<file path="src/rtl/cache_tag_lru.sv">
// cache_tag_lru: tag/valid/age store for a 4-way fully associative cache.
// Define CACHE_DIRTY_EN to add per-way dirty bits and the victimDirty output.
module cache_tag_lru #(
  parameter int ADDR_W = 7,
  parameter int WAYS   = 4
) (
  input  logic              clock,
  input  logic              reset,
  input  logic [ADDR_W-1:0] address,
  input  logic              access,
  input  logic              wren,
  input  logic              flush,
  output logic [WAYS-1:0]   hit,
  output logic [WAYS-1:0]   valido,
  output logic [WAYS-1:0]   lruBit,
  output logic [ADDR_W-1:0] victimTag,
`ifdef CACHE_DIRTY_EN
  output logic              victimDirty,
`endif
  output logic              busy
);

  localparam logic [0:0] S_IDLE  = 1'b0;
  localparam logic [0:0] S_FLUSH = 1'b1;

  logic [ADDR_W-1:0] r_tag [WAYS];
  logic [1:0]        r_age [WAYS];
  logic [WAYS-1:0]   r_valid;
  logic [0:0]        r_state;
  logic [1:0]        r_fc;

  logic [WAYS-1:0]   w_match;
  logic [WAYS-1:0]   w_lru;
  logic [ADDR_W-1:0] w_vtag;
  logic [1:0]        w_sel;
  logic              w_sel_hit;
  logic [1:0]        w_sel_age;
  logic              w_busy;

  assign w_busy    = (r_state == S_FLUSH);
  assign w_sel_hit = |w_match;
  assign w_sel_age = r_age[w_sel];

  always_comb begin
    w_match = '0;
    w_lru   = '0;
    w_vtag  = '0;
    for (int i = 0; i < WAYS; i++) begin
      w_match[i] = r_valid[i] && (r_tag[i] == address);
      w_lru[i]   = (r_age[i] == 2'(WAYS-1));
    end
    for (int i = 0; i < WAYS; i++) begin
      if (r_age[i] == 2'(WAYS-1))
        w_vtag = r_tag[i];
    end
  end

  // Later loops override earlier ones: hit beats invalid beats LRU,
  // and descending order makes the lowest index win inside each rank.
  always_comb begin
    w_sel = '0;
    for (int i = WAYS-1; i >= 0; i--)
      if (w_lru[i]) w_sel = 2'(i);
    for (int i = WAYS-1; i >= 0; i--)
      if (!r_valid[i]) w_sel = 2'(i);
    for (int i = WAYS-1; i >= 0; i--)
      if (w_match[i]) w_sel = 2'(i);
  end

  always_ff @(posedge clock) begin
    if (reset) begin
      r_state <= S_IDLE;
      r_fc    <= '0;
      r_valid <= '0;
      for (int i = 0; i < WAYS; i++) begin
        r_tag[i] <= '0;
        r_age[i] <= 2'(WAYS-1-i);
      end
    end else begin
      unique case (r_state)
        S_IDLE: begin
          if (flush) begin
            r_state <= S_FLUSH;
            r_fc    <= '0;
          end else if (access) begin
            r_tag[w_sel]   <= address;
            r_valid[w_sel] <= 1'b1;
            for (int j = 0; j < WAYS; j++) begin
              if (2'(j) == w_sel)
                r_age[j] <= 2'd0;
              else if (r_age[j] < w_sel_age)
                r_age[j] <= r_age[j] + 2'd1;
            end
          end
        end
        S_FLUSH: begin
          r_valid[r_fc] <= 1'b0;
          r_fc          <= r_fc + 2'd1;
          if (r_fc == 2'(WAYS-1))
            r_state <= S_IDLE;
        end
        default: r_state <= S_IDLE;
      endcase
    end
  end

`ifdef CACHE_DIRTY_EN
  logic [WAYS-1:0] r_dirty;

  always_ff @(posedge clock) begin
    if (reset) begin
      r_dirty <= '0;
    end else if (w_busy) begin
      r_dirty[r_fc] <= 1'b0;
    end else if (!flush && access) begin
      r_dirty[w_sel] <= wren | (w_sel_hit & r_dirty[w_sel]);
    end
  end

  assign victimDirty = |(w_lru & r_dirty);
`else
  logic w_unused_wren;
  assign w_unused_wren = wren;
`endif

  assign hit       = w_busy ? '0 : w_match;
  assign valido    = r_valid;
  assign lruBit    = w_lru;
  assign victimTag = w_vtag;
  assign busy      = w_busy;

endmodule

</file>
<file path="config.mk">
export PLATFORM = sky130hd
export DESIGN_NAME = cache_tag_lru
export DESIGN_NICKNAME = d
export VERILOG_FILES = /design/src/rtl/cache_tag_lru.sv
export SDC_FILE = /design/constraint.sdc
export NUM_CORES = 1
export LEC_CHECK = 0
export ABC_CLOCK_PERIOD_IN_PS = 3370
export BUFFER_PORTS_ARGS = -buffer_cell sky130_fd_sc_hd__clkbuf_2
export CAP_MARGIN = 20
export CORE_MARGIN = 2
export CORE_UTILIZATION = 59
export CTS_CLUSTER_SIZE = 40
export DETAILED_ROUTE_END_ITERATION = 10
export GPL_ROUTABILITY_DRIVEN = 0
export PLACE_DENSITY = 0.8
export SETUP_SLACK_MARGIN = 0.4
export SLEW_MARGIN = 20
export SYNTH_ARGS = -nofsm -noshare
export SYNTH_HDL_FRONTEND = slang
export SYNTH_SLANG_ARGS = --single-unit
</file>
<file path="constraint.sdc">
create_clock -name clock -period 3.37 [get_ports clock]
set_input_delay 0.674 -clock clock [delete_from_list [all_inputs] [get_ports clock]]
set_output_delay 0.674 -clock clock [all_outputs]
set_load 0.1 [all_outputs]
</file>
---- Word-level counts from Yosys, hierarchy flattened ----
Memories as Yosys holds them, arrays and structs flattened.
Index checks and enable logic that the tools add are counted.
operators by class
  reduce and logical (&&, ||, !) cells .... 9
  shift operators ......................... 0
  add/subtract/negate cells ............... 5
  bitwise logic cells ..................... 12
  muxes and demuxes ....................... 99
  multiply operators ...................... 0
  divide/modulo/power cells ............... 0
  eq/ne operators ......................... 15
  order comparisons ....................... 8
operator list
  operator                                                                             number
  1-bit 2-to-1 mux                                                                     64
  2-bit 2-to-1 mux                                                                     22
  7-bit 2-to-1 mux                                                                     5
  7-bit == test                                                                        4
  4-bit 2-to-1 mux                                                                     3
  2-bit by 1-bit adder with 2-bit output, second input constant                        5
  2-bit == test, second input constant                                                 5
  2-bit less-than comparator                                                           4
  1-bit bitwise OR                                                                     8
  4-bit one-hot mux with 2 select lines                                                1
  7-bit OR reduction                                                                   1
  1-bit logical AND                                                                    6
  2-bit by 3-bit less-than comparator with 1-bit output, second input constant         2
  2-bit inequality test, second input constant                                         3
  4-bit AND                                                                            1
  1-bit demux with 2-bit select                                                        2
  2-bit == test, first input constant                                                  2
  2-bit by 1-bit greater-or-equal comparator with 1-bit output, second input constant  2
  4-bit inverter                                                                       1
  4-bit bitwise OR                                                                     1
  2-bit one-hot mux with 2 select lines                                                1
  1-bit by 2-bit == test with 1-bit output, first input constant                       1
  2-bit zero test                                                                      1
  1-bit one-hot mux with 2 select lines                                                1
  other kinds (2)                                                                      2
storage, ports and cells
  bits in latches ......................... 0
  ROM bits ................................ 0
  RAM bits ................................ 36
  memories kept ........................... 2
  output and inout bits ................... 20
  logic and storage cells ................. 153
  flip-flop bits (word level) ............. 7
  input bits .............................. 12
memories
  name   depth  width  read ports  clocked after memory_dff  wr ports  line  source
  r_tag  4      7      4           0                         4         26    logic [ADDR_W-1:0] r_tag [WAYS];
  r_age  4      2      5           0                         4         27    logic [1:0] r_age [WAYS];

---- Depth between registers and ports, before layout ----
Gate-level depths: netlist of the first run.
An unclocked memory read counts as a cell.
  depth in word-level cells ............... 23
  mapped depth ............................ 11

---- Worst setup path before layout of the first run ----
No wires, ideal clock.
  kind .................................... reg2out
  from .................................... mem r_age[1][1]
  to ...................................... out victimTag[3]
  arrival ................................. 4109 ps
  data required time ...................... 2696 ps
  setup slack ............................. -1413 ps
  cell stages (with the launch flop) ...... 8
  path through ............................ edfxtp_1 > ha_1 > buf_2 > clkbuf_1 > a21oi_1 > nor2_1 > a21oi_1 > o21ai_0
RTL lines
  item             line  source
  start, declared  27
  end, declared    16    output logic [ADDR_W-1:0] victimTag,

==> results of run 1 <==
what timing repair did:
item,CTS,global route
setup endpoints to repair,7,10
endpoints found under the hold margin,0,0
pin swaps,1,14
hold buffers,0,0
buffers inserted,1,14
resized for setup,2,9
cell usage after synthesis (all sizes together), types with 3 or more instances:
cell type,number
nor2,54
edfxtp,36
nand2,35
a21oi,22
xnor2,16
inv,15
o21ai,14
xor2,12
buf,9
clkbuf,9
ha,8
nand4,8
dfxtp,7
nand3,7
a211oi,5
nor4,5
a211o,3
or2,3
registers in the layout (all words and copies together) (netlist names):
signal / count
r_fc: 2
r_age: 8
r_tag: 28
busy: 1
valido: 4
routing by layer:
layer,up-vias,global-route usage [%],share of wire (%)
met5,-,0,0
met4,0,8.02,2.0
met3,14,5.39,7.4
met2,121,39.4,46
met1,1126,36.8,44
li1,1153,-,-
metrics by stage:
step                area, um2  utilization (%)
floorplan                2990                -
global placement         3150             67.6
detailed placement       3150             67.6
CTS                      3280             70.4
global route             3420             73.4
finish                   3420             73.4
how the worst min path moves through the flow:
stage	from	slack, ns	end
2_1_floorplan	r_fc[0]$_SDFFE_PP0P_	0.54	r_fc[0]$_SDFFE_PP0P_
3_3_place_gp	valido[0]$_SDFFE_PP0P_	0.51	valido[0]$_SDFFE_PP0P_
3_5_place_dp	valido[0]$_SDFFE_PP0P_	0.52	valido[0]$_SDFFE_PP0P_
4_1_cts	valido[0]$_SDFFE_PP0P_	0.54	valido[0]$_SDFFE_PP0P_
5_1_grt	valido[0]$_SDFFE_PP0P_	0.59	valido[0]$_SDFFE_PP0P_
6_report	valido[0]$_SDFFE_PP0P_	0.54	valido[0]$_SDFFE_PP0P_
power by group:
part	internal [mW]	total, mW	switching [mW]
Sequential	0.602	0.627	0.0253
Combinational	0.102	0.353	0.250
Clock	0.223	0.420	0.197
layout by cell type (no fill, tap or decap), types with 3 or more instances in the layout:
| cell | instances |
|---|---|
| a21oi_1 | 22 |
| a211oi_1 | 4 |
| o21ai_4 | 7 |
| xor2_1 | 12 |
| dfxtp_1 | 4 |
| nand3_1 | 7 |
| nor4_2 | 3 |
| o21ai_0 | 4 |
| ha_1 | 4 |
| nor2_2 | 3 |
| nor2_1 | 49 |
| inv_1 | 15 |
| ha_4 | 4 |
| xnor2_1 | 16 |
| clkbuf_8 | 5 |
| edfxtp_1 | 36 |
| nand4_1 | 7 |
| buf_4 | 23 |
| clkbuf_2 | 27 |
| a211o_1 | 3 |
| nand2_1 | 34 |
| dfxtp_2 | 3 |
cells by family after synthesis:
family,count (synthesis)
adder cells (fa/ha/maj),10
multiplexers,1
XOR/XNOR,28
AND/OR/NAND/NOR,121
flip-flops,43
buffers and inverters,33
AO/OA/AOI/OAI,66
tightest hold or removal path, delay by kind of cell (launching register included):
kind	cells	cell delay [ns]
compound gates	1	0.06
simple gates	1	0.07
flops	1	0.38
layout make-up:
class | count | area (um2) | area share (%)
Clock inverter | 3 | 46.3 | 1.35
Multi-Input combinational cell | 226 | 1630 | 47.6
Tap cell | 54 | 67.6 | 1.98
Inverter | 15 | 56.3 | 1.65
Sequential cell | 43 | 1220 | 35.8
Clock buffer | 5 | 68.8 | 2.01
Timing Repair Buffer | 53 | 328 | 9.58
==> impl_metrics.yaml, run 1 <==
min_path:
  holdPathStages: 2
  holdCritPathClass: "flip-flop to flip-flop"
synth:
  yosys_register_bits: 43
  seq_area_frac_synth_pct: 43.4
  yosysWarnings: 0
  synth_top_area_share_pct: 38.4
  synth_nets: 322
  muxShareOfSynthArea_pct: 0.356
  synth_compound_area_share_pct: 16.9
  synth_top_cell_by_area: "edfxtp_1"
  synth_edf_count: 36
  syn_avg_cell_area_um2: 9.31
  synth_ff_type: "edfxtp_1"
  synth_cells: 302
  synth.distinct_cells: 55
  synth_simple_gate_area_share_pct: 20.7
  synth.area.top_cells: "edfxtp_1 38%, nor2_1 7.1%, dfxtp_1 5.0%"
  synth_fa_ha_area_share_pct: 4.36
  synth_top_family_by_area: "simple AND/OR/NAND/NOR gates"
  async_reset_ff_share_pct: 0
  synthXorXnorAreaFrac_pct: 8.72
  synthesis.area_um2: 2810
setup_path:
  path_buf_inv: 0
  cp_cell_sequence: "ha_4, nor2_2, o311a_4, or2_0, o31a_1, o22a_2, and3_4, a211o_1, a41oi_2"
  r2r-start: "r_age[2][1]$_SDFFCE_PN0P_"
  rrSetupSlack_ns: 0.44
  rr_worst_depth: 9
  cp.arrival_ns: 2.93
  crit_family: "compound AO/OA/AOI/OAI gates"
  critPathLaunch: "r_age[2][1]$_SDFFCE_PN0P_"
  cp_data_required_time_ns: 3.37
  worstSetupPathType: "flip-flop to flip-flop"
  worstSetupEndpoint: "r_age[2][1]$_SDFFCE_PN0P_"
  critical-path-max-stage-delay_ns: 0.42
  crit_slowest_cell: "edfxtp_1"
  end_kind: "flip-flop"
  r2r-end: "r_age[2][1]$_SDFFCE_PN0P_"
  path_depth: 9
  start_kind: "flip-flop"
  worst-path-max-fanout: 4
route:
  routed_via_density: 6.05
  drt_first_iter_violations: 232
  drc_errors: 0
  via_count: 2414
  drtAntennaViolNets: 0
  routed_wl_mm: 6.82
  dr.pass1.iters: 5
  routedWlPerCell_um: 17.1
floorplanning:
  start_util_pct: 60.3
  fp-row-count: 25
  ioPinCount: 32
  die_area_um2: 5340
  die_x_um: 73.0
  core_um2: 4660
  die_h_um: 73.0
layout:
  layout.nets: 364
  antenna_cells: 0
  n_fill_cell: 341
  final_layout_size_suffix_gt1_share_pct: 30.1
  synthToLayoutAreaGrowth_pct: 21.6
  finalNonFillerCells: 399
timing:
  tightest_slew_ns: 0.633
  hold_viol_final: 0
  whs_ns: 0.544
  setup_ws_ns: 0.441
  relSlewSlack_pct: 57.8
  clock.fmax_mhz: 341
  rsz0062_at_grt: "false"
  finalClockSkew_ns: 0.00528
  drv_slew: 0
  setup_viol: 0
  tns_ns: 0
  period_minus_slack_ns: 2.93
  period_share_pct: 86.9
clocking:
  clock_sinks: 43
  htreeDepth: 2
  cts_tree: "built"
  cts_inserted_buffers: 5
  clock_latency_ns: 0.30
  cts_root_buf: "clkbuf_8"
  clkTransAtPathRegs_ns: 0.09
  clock_path_buffers: 2
global_route:
  overflow: 0
  grtUsageTotal_pct: 25.8
  grt_pass1_vias: 2097
  antenna_found_initial: 0
  grt_pass1_wl_mm: 10.3
  grt_max_degree: 18
power_and_ir_drop:
  total_power_mw: 1.40
  leakage_nw: 1.35
  peakVddDrop_uv: 269
  p_per_area_nw_per_um2: 409
place:
  dp.cells: 376
  post-dp-hpwl_mm: 5.02
  io_buffers: 30
  place_worst_setup_slack_ns: 0.180
flow_run:
  cap_viol_max_count: 0
outcome:
  status: "complete, no violations"
Power figures use the tool's default switching activity.
==> inputs of run 2 (changes only) <==
RECOVER_POWER = 100   (was not set)
==> impl_metrics.yaml, run 2 (same netlist as run 1, synthesis figures left out) <==
outcome:
  status: "complete, no violations"
layout:
  n_fill_cell: 360
  largest_register_ffs: 28
  final_cell_area_um2: 3340
  layout_common_cells: "50 x nor2_1, 36 x edfxtp_1, 34 x nand2_1, 22 x a21oi_1, 19 x buf_4"
  finalNonFillerCells: 399
  regMostFlops: "r_tag"
  multiInputGateArea_um2: 1570
  antenna_cells: 0
  synthToLayoutAreaGrowth_pct: 18.7
  final_common_cell: "nor2_1"
  seqCellArea_um2: 1220
  final_layout_size_suffix_gt1_share_pct: 24.1
  layout.nets: 364
setup_path:
  critical-path-max-stage-delay_ns: 0.50
  cp_common_cell: "or2_0"
  cp_cell_sequence: "ha_1, nor2_1, o311a_2, or2_0, o31a_1, or2_0, o21ai_2"
  end_kind: "flip-flop"
  r2r-end: "r_tag[2][1]$_SDFFCE_PN0P_"
  cp.arrival_ns: 3.06
  r2r-start: "r_age[2][1]$_SDFFCE_PN0P_"
  critPathLaunch: "r_age[2][1]$_SDFFCE_PN0P_"
  cp_data_required_time_ns: 3.33
  worst-path-max-fanout: 11
  crit_family: "compound AO/OA/AOI/OAI gates"
  worstSetupPathType: "flip-flop to flip-flop"
  start_kind: "flip-flop"
  rr_worst_depth: 7
  crit_slowest_cell: "or2_0"
  path_buf_inv: 0
  rrSetupSlack_ns: 0.27
clocking:
  cts_root_buf: "clkbuf_8"
  clock_latency_ns: 0.30
  cts_tree: "built"
  cts_inserted_buffers: 5
  htreeDepth: 2
  clock_sinks: 43
  hold_buffers: 0
  clkTransAtPathRegs_ns: 0.09
  clock_path_buffers: 2
timing:
  finalClockSkew_ns: 0.00413
  setup_viol: 0
  clock.fmax_mhz: 322
  tightest_slew_ns: 1.16
  hold_viol_final: 0
  tns_ns: 0
  period_share_pct: 92.1
  relSlewSlack_pct: 22.9
  setup_ws_ns: 0.266
  rsz0062_at_grt: "false"
  drv_slew: 0
  period_minus_slack_ns: 3.10
min_path:
  hold-path-endpoint: "valido[0]$_SDFFE_PP0P_"
  holdPathStages: 2
  holdCritPathClass: "flip-flop to flip-flop"
  min_from: "valido[0]$_SDFFE_PP0P_"
place:
  place_area_um2: 3150
  place_worst_setup_slack_ns: 0.180
  post-dp-hpwl_mm: 5.02
  dp.cells: 376
  io_buffers: 30
global_route:
  grtUsageTotal_pct: 25.8
  grt_pass1_wl_mm: 10.3
  grt_max_degree: 18
  grt_pass1_vias: 2097
  antenna_found_initial: 0
  overflow: 0
route:
  dr.pass1.iters: 5
  drc_errors: 0
  routed_via_density: 6.16
  drtAntennaViolNets: 0
  routedWlPerCell_um: 17.2
  via_count: 2457
  routed_wl_mm: 6.85
  drt_first_iter_violations: 240
floorplanning:
  die_h_um: 73.0
  start_util_pct: 60.3
  ioPinCount: 32
  core_um2: 4660
  fp-row-count: 25
  die_x_um: 73.0
  die_area_um2: 5340
power_and_ir_drop:
  p_per_area_nw_per_um2: 417
  peakVddDrop_uv: 270
  leakage_nw: 1.29
flow_run:
  cap_viol_max_count: 0
==> run 2: layout make-up <==
| cell class | count | share of cell area (%) |
|---|---|---|
| well taps | 54 | 2.02 |
| clock inverters | 3 | 1.39 |
| clock buffers | 5 | 2.06 |
| inverters | 15 | 1.69 |
| repair buffers | 53 | 9.00 |
| flip-flops and latches | 43 | 36.7 |
| multi-input cells | 226 | 47.2 |
==> run 2: worst max path at each step <==
stage	endpoint	slack, ns	cells past startpoint
final	r_tag[2][1]$_SDFFCE_PN0P_	0.27	7
after global routing	r_age[2][1]$_SDFFCE_PN0P_	0.20	9
after CTS	r_age[3][0]$_SDFFCE_PN0P_	0.41	9
after detailed placement	r_age[3][0]$_SDFFCE_PN0P_	0.18	9
after global placement	r_age[3][0]$_SDFFCE_PN0P_	0.18	9
after floorplan	hit[3]	0.35	4
==> run 2: stage by stage <==
stage | power [mW] | util [%] | hold slack (ns)
floorplan | 0.921 | - | 0.537
global placement | 0.966 | 67.6 | 0.513
detailed placement | 0.973 | 67.6 | 0.523
CTS | 1.38 | 70.4 | 0.543
global route | 1.43 | 71.6 | 0.585
finish | 1.39 | 71.6 | 0.537
==> run 2: metal layers <==
layer	track usage [%]	wire length (um)
met2	39.4	3140
met3	5.39	585
met1	36.8	2950
met4	8.02	170
met5	0	0
==> run 2: repair_timing <==
action,in CTS,in global routing
pin swaps,1,14
gates cloned,0,0
buffers inserted,1,14
gates resized for setup,2,9
endpoints found under the setup margin,7,10
==> run 2: power by group <==
group,total [mW],leakage (nW),switching (mW),internal (mW)
sequential,0.626,0.419,0.0239,0.602
combinational,0.346,0.817,0.250,0.0961
clock,0.422,0.0548,0.198,0.224
==> run 2: tightest hold or removal path, cell delays in order (launching register included) <==
cell	delay [ns]
dfxtp_2	0.38
nand2_1	0.07
a21oi_1	0.06
==> inputs of run 3 (changes only) <==
CORE_UTILIZATION = 30   (was 59)
PLACE_DENSITY = not set   (was 0.8)
==> impl_metrics.yaml, run 3 (same netlist as run 1, synthesis figures left out) <==
timing:
  finalClockSkew_ns: 0.0109
  tightest_slew_ns: 1.16
  tns_ns: 0
  drv_slew: 0
  relSlewSlack_pct: 22.9
  period_share_pct: 90.8
  setup_viol: 0
  clock.fmax_mhz: 327
  hold_viol_final: 0
  period_minus_slack_ns: 3.06
  rsz0062_at_grt: "false"
layout:
  antenna_cells: 0
  synthToLayoutAreaGrowth_pct: 24.4
  layout.nets: 380
  largest_register_ffs: 28
  final_layout_size_suffix_gt1_share_pct: 25.8
  regMostFlops: "r_tag"
  final_common_cell: "nor2_1"
  layout_common_cells: "51 x nor2_1, 36 x edfxtp_1, 35 x nand2_1, 29 x buf_4, 22 x a21oi_1"
floorplanning:
  core_um2: 9150
  die_h_um: 101
  start_util_pct: 30.7
  die_x_um: 101
  fp-row-count: 35
  die_area_um2: 10200
  ioPinCount: 32
setup_path:
  r2r-start: "r_age[3][0]$_SDFFCE_PN0P_"
  critPathLaunch: "address[0]"
  cp.arrival_ns: 3.07
  end_kind: "flip-flop"
  rrSetupSlack_ns: 0.34
  start_kind: "input pin"
  r2r-end: "r_tag[2][2]$_SDFFCE_PN0P_"
  rr_worst_depth: 9
  cp_data_required_time_ns: 3.38
  worstSetupPathType: "input pin to flip-flop"
  worst-path-max-fanout: 11
outcome:
  status: "complete, no violations"
global_route:
  grtUsageTotal_pct: 15.5
  grt_max_degree: 18
  grt_pass1_vias: 2267
  antenna_found_initial: 0
  overflow: 0
  grt_pass1_wl_mm: 11.9
clocking:
  cts_root_buf: "clkbuf_8"
  clock_path_buffers: 2
  clock_latency_ns: 0.31
  cts_tree: "built"
  clock_sinks: 43
  htreeDepth: 2
  cts_inserted_buffers: 5
  clkTransAtPathRegs_ns: 0.08
min_path:
  holdCritPathClass: "flip-flop to flip-flop"
  holdPathStages: 2
  hold-path-endpoint: "valido[0]$_SDFFE_PP0P_"
  min_from: "valido[0]$_SDFFE_PP0P_"
power_and_ir_drop:
  total_power_mw: 1.32
  p_per_area_nw_per_um2: 378
  leakage_nw: 1.37
  peakVddDrop_uv: 149
place:
  io_buffers: 30
  post-dp-hpwl_mm: 5.56
route:
  via_count: 2478
  dr.pass1.iters: 4
  routedWlPerCell_um: 16.8
  routed_via_density: 5.25
  drtAntennaViolNets: 0
  routed_wl_mm: 7.94
  drt_first_iter_violations: 138
  drc_errors: 0
flow_run:
  cap_viol_max_count: 0
## run 3: timing repair
item,4_1_cts,5_1_grt
pin swaps,0,17
hold buffers,0,0
resized for setup,2,7
endpoints found under the setup margin,4,12
setup buffers,4,23
## run 3: how the worst max path moves through the flow
stage / end / cells past startpoint / slack (ns)
3_5_place_dp: r_age[3][0]$_SDFFCE_PN0P_ / 9 / 0.07
5_1_grt: r_age[2][1]$_SDFFCE_PN0P_ / 10 / 0.20
2_1_floorplan: hit[3] / 4 / 0.35
3_3_place_gp: r_age[3][0]$_SDFFCE_PN0P_ / 9 / 0.08
6_report: r_age[2][1]$_SDFFCE_PN0P_ / 8 / 0.31
4_1_cts: hit[2] / 6 / 0.41
## run 3: worst max-delay path, stage by stage
cell and delay, ns:
clkbuf_1 0.25, xor2_1 0.11, nor4_1 0.49, nand4_1 0.15, buf_4 0.18, nand2_1 0.15
or2_0 0.78, a41oi_2 0.28
## run 3: per-layer routing
metal / part of all wire, % / vias up / GRT usage (%)
li1: - / 1188 / -
met1: 44 / 1192 / 20.4
met2: 48 / 78 / 25.2
met3: 4.8 / 20 / 2.77
met4: 2.9 / 0 / 6.11
met5: 0 / - / 0
## run 3: area by class of cell
cell class,instances,area (um2)
clock buffers,6,72.6
clock inverters,2,12.5
fillers,916,5650
inverters,15,56.3
multi-input cells,226,1570
flip-flops and latches,43,1220
well taps,111,139
repair buffers,69,420
## run 3: report_power, final
| part | total [mW] | leakage (nW) | switching, mW | internal [mW] |
|---|---|---|---|---|
| clock | 0.334 | 0.0412 | 0.189 | 0.145 |
| sequential | 0.625 | 0.419 | 0.0227 | 0.602 |
| combinational | 0.363 | 0.914 | 0.258 | 0.105 |
| total | 1.32 | 1.37 | 0.470 | 0.852 |
## run 3: metrics by stage
stage / utilization [%] / setup WS [ns] / instances / instance area, um2 / hold slack (ns)
6_report: 38.2 / 0.311 / 472 / 3500 / 0.529
3_5_place_dp: 35.7 / 0.0732 / 437 / 3270 / 0.516
4_1_cts: 37.1 / 0.409 / 449 / 3390 / 0.533
3_3_place_gp: 35.7 / 0.0805 / 437 / 3270 / 0.511
2_1_floorplan: - / 0.354 / 302 / 2990 / 0.537
5_1_grt: 38.2 / 0.201 / 472 / 3500 / 0.562
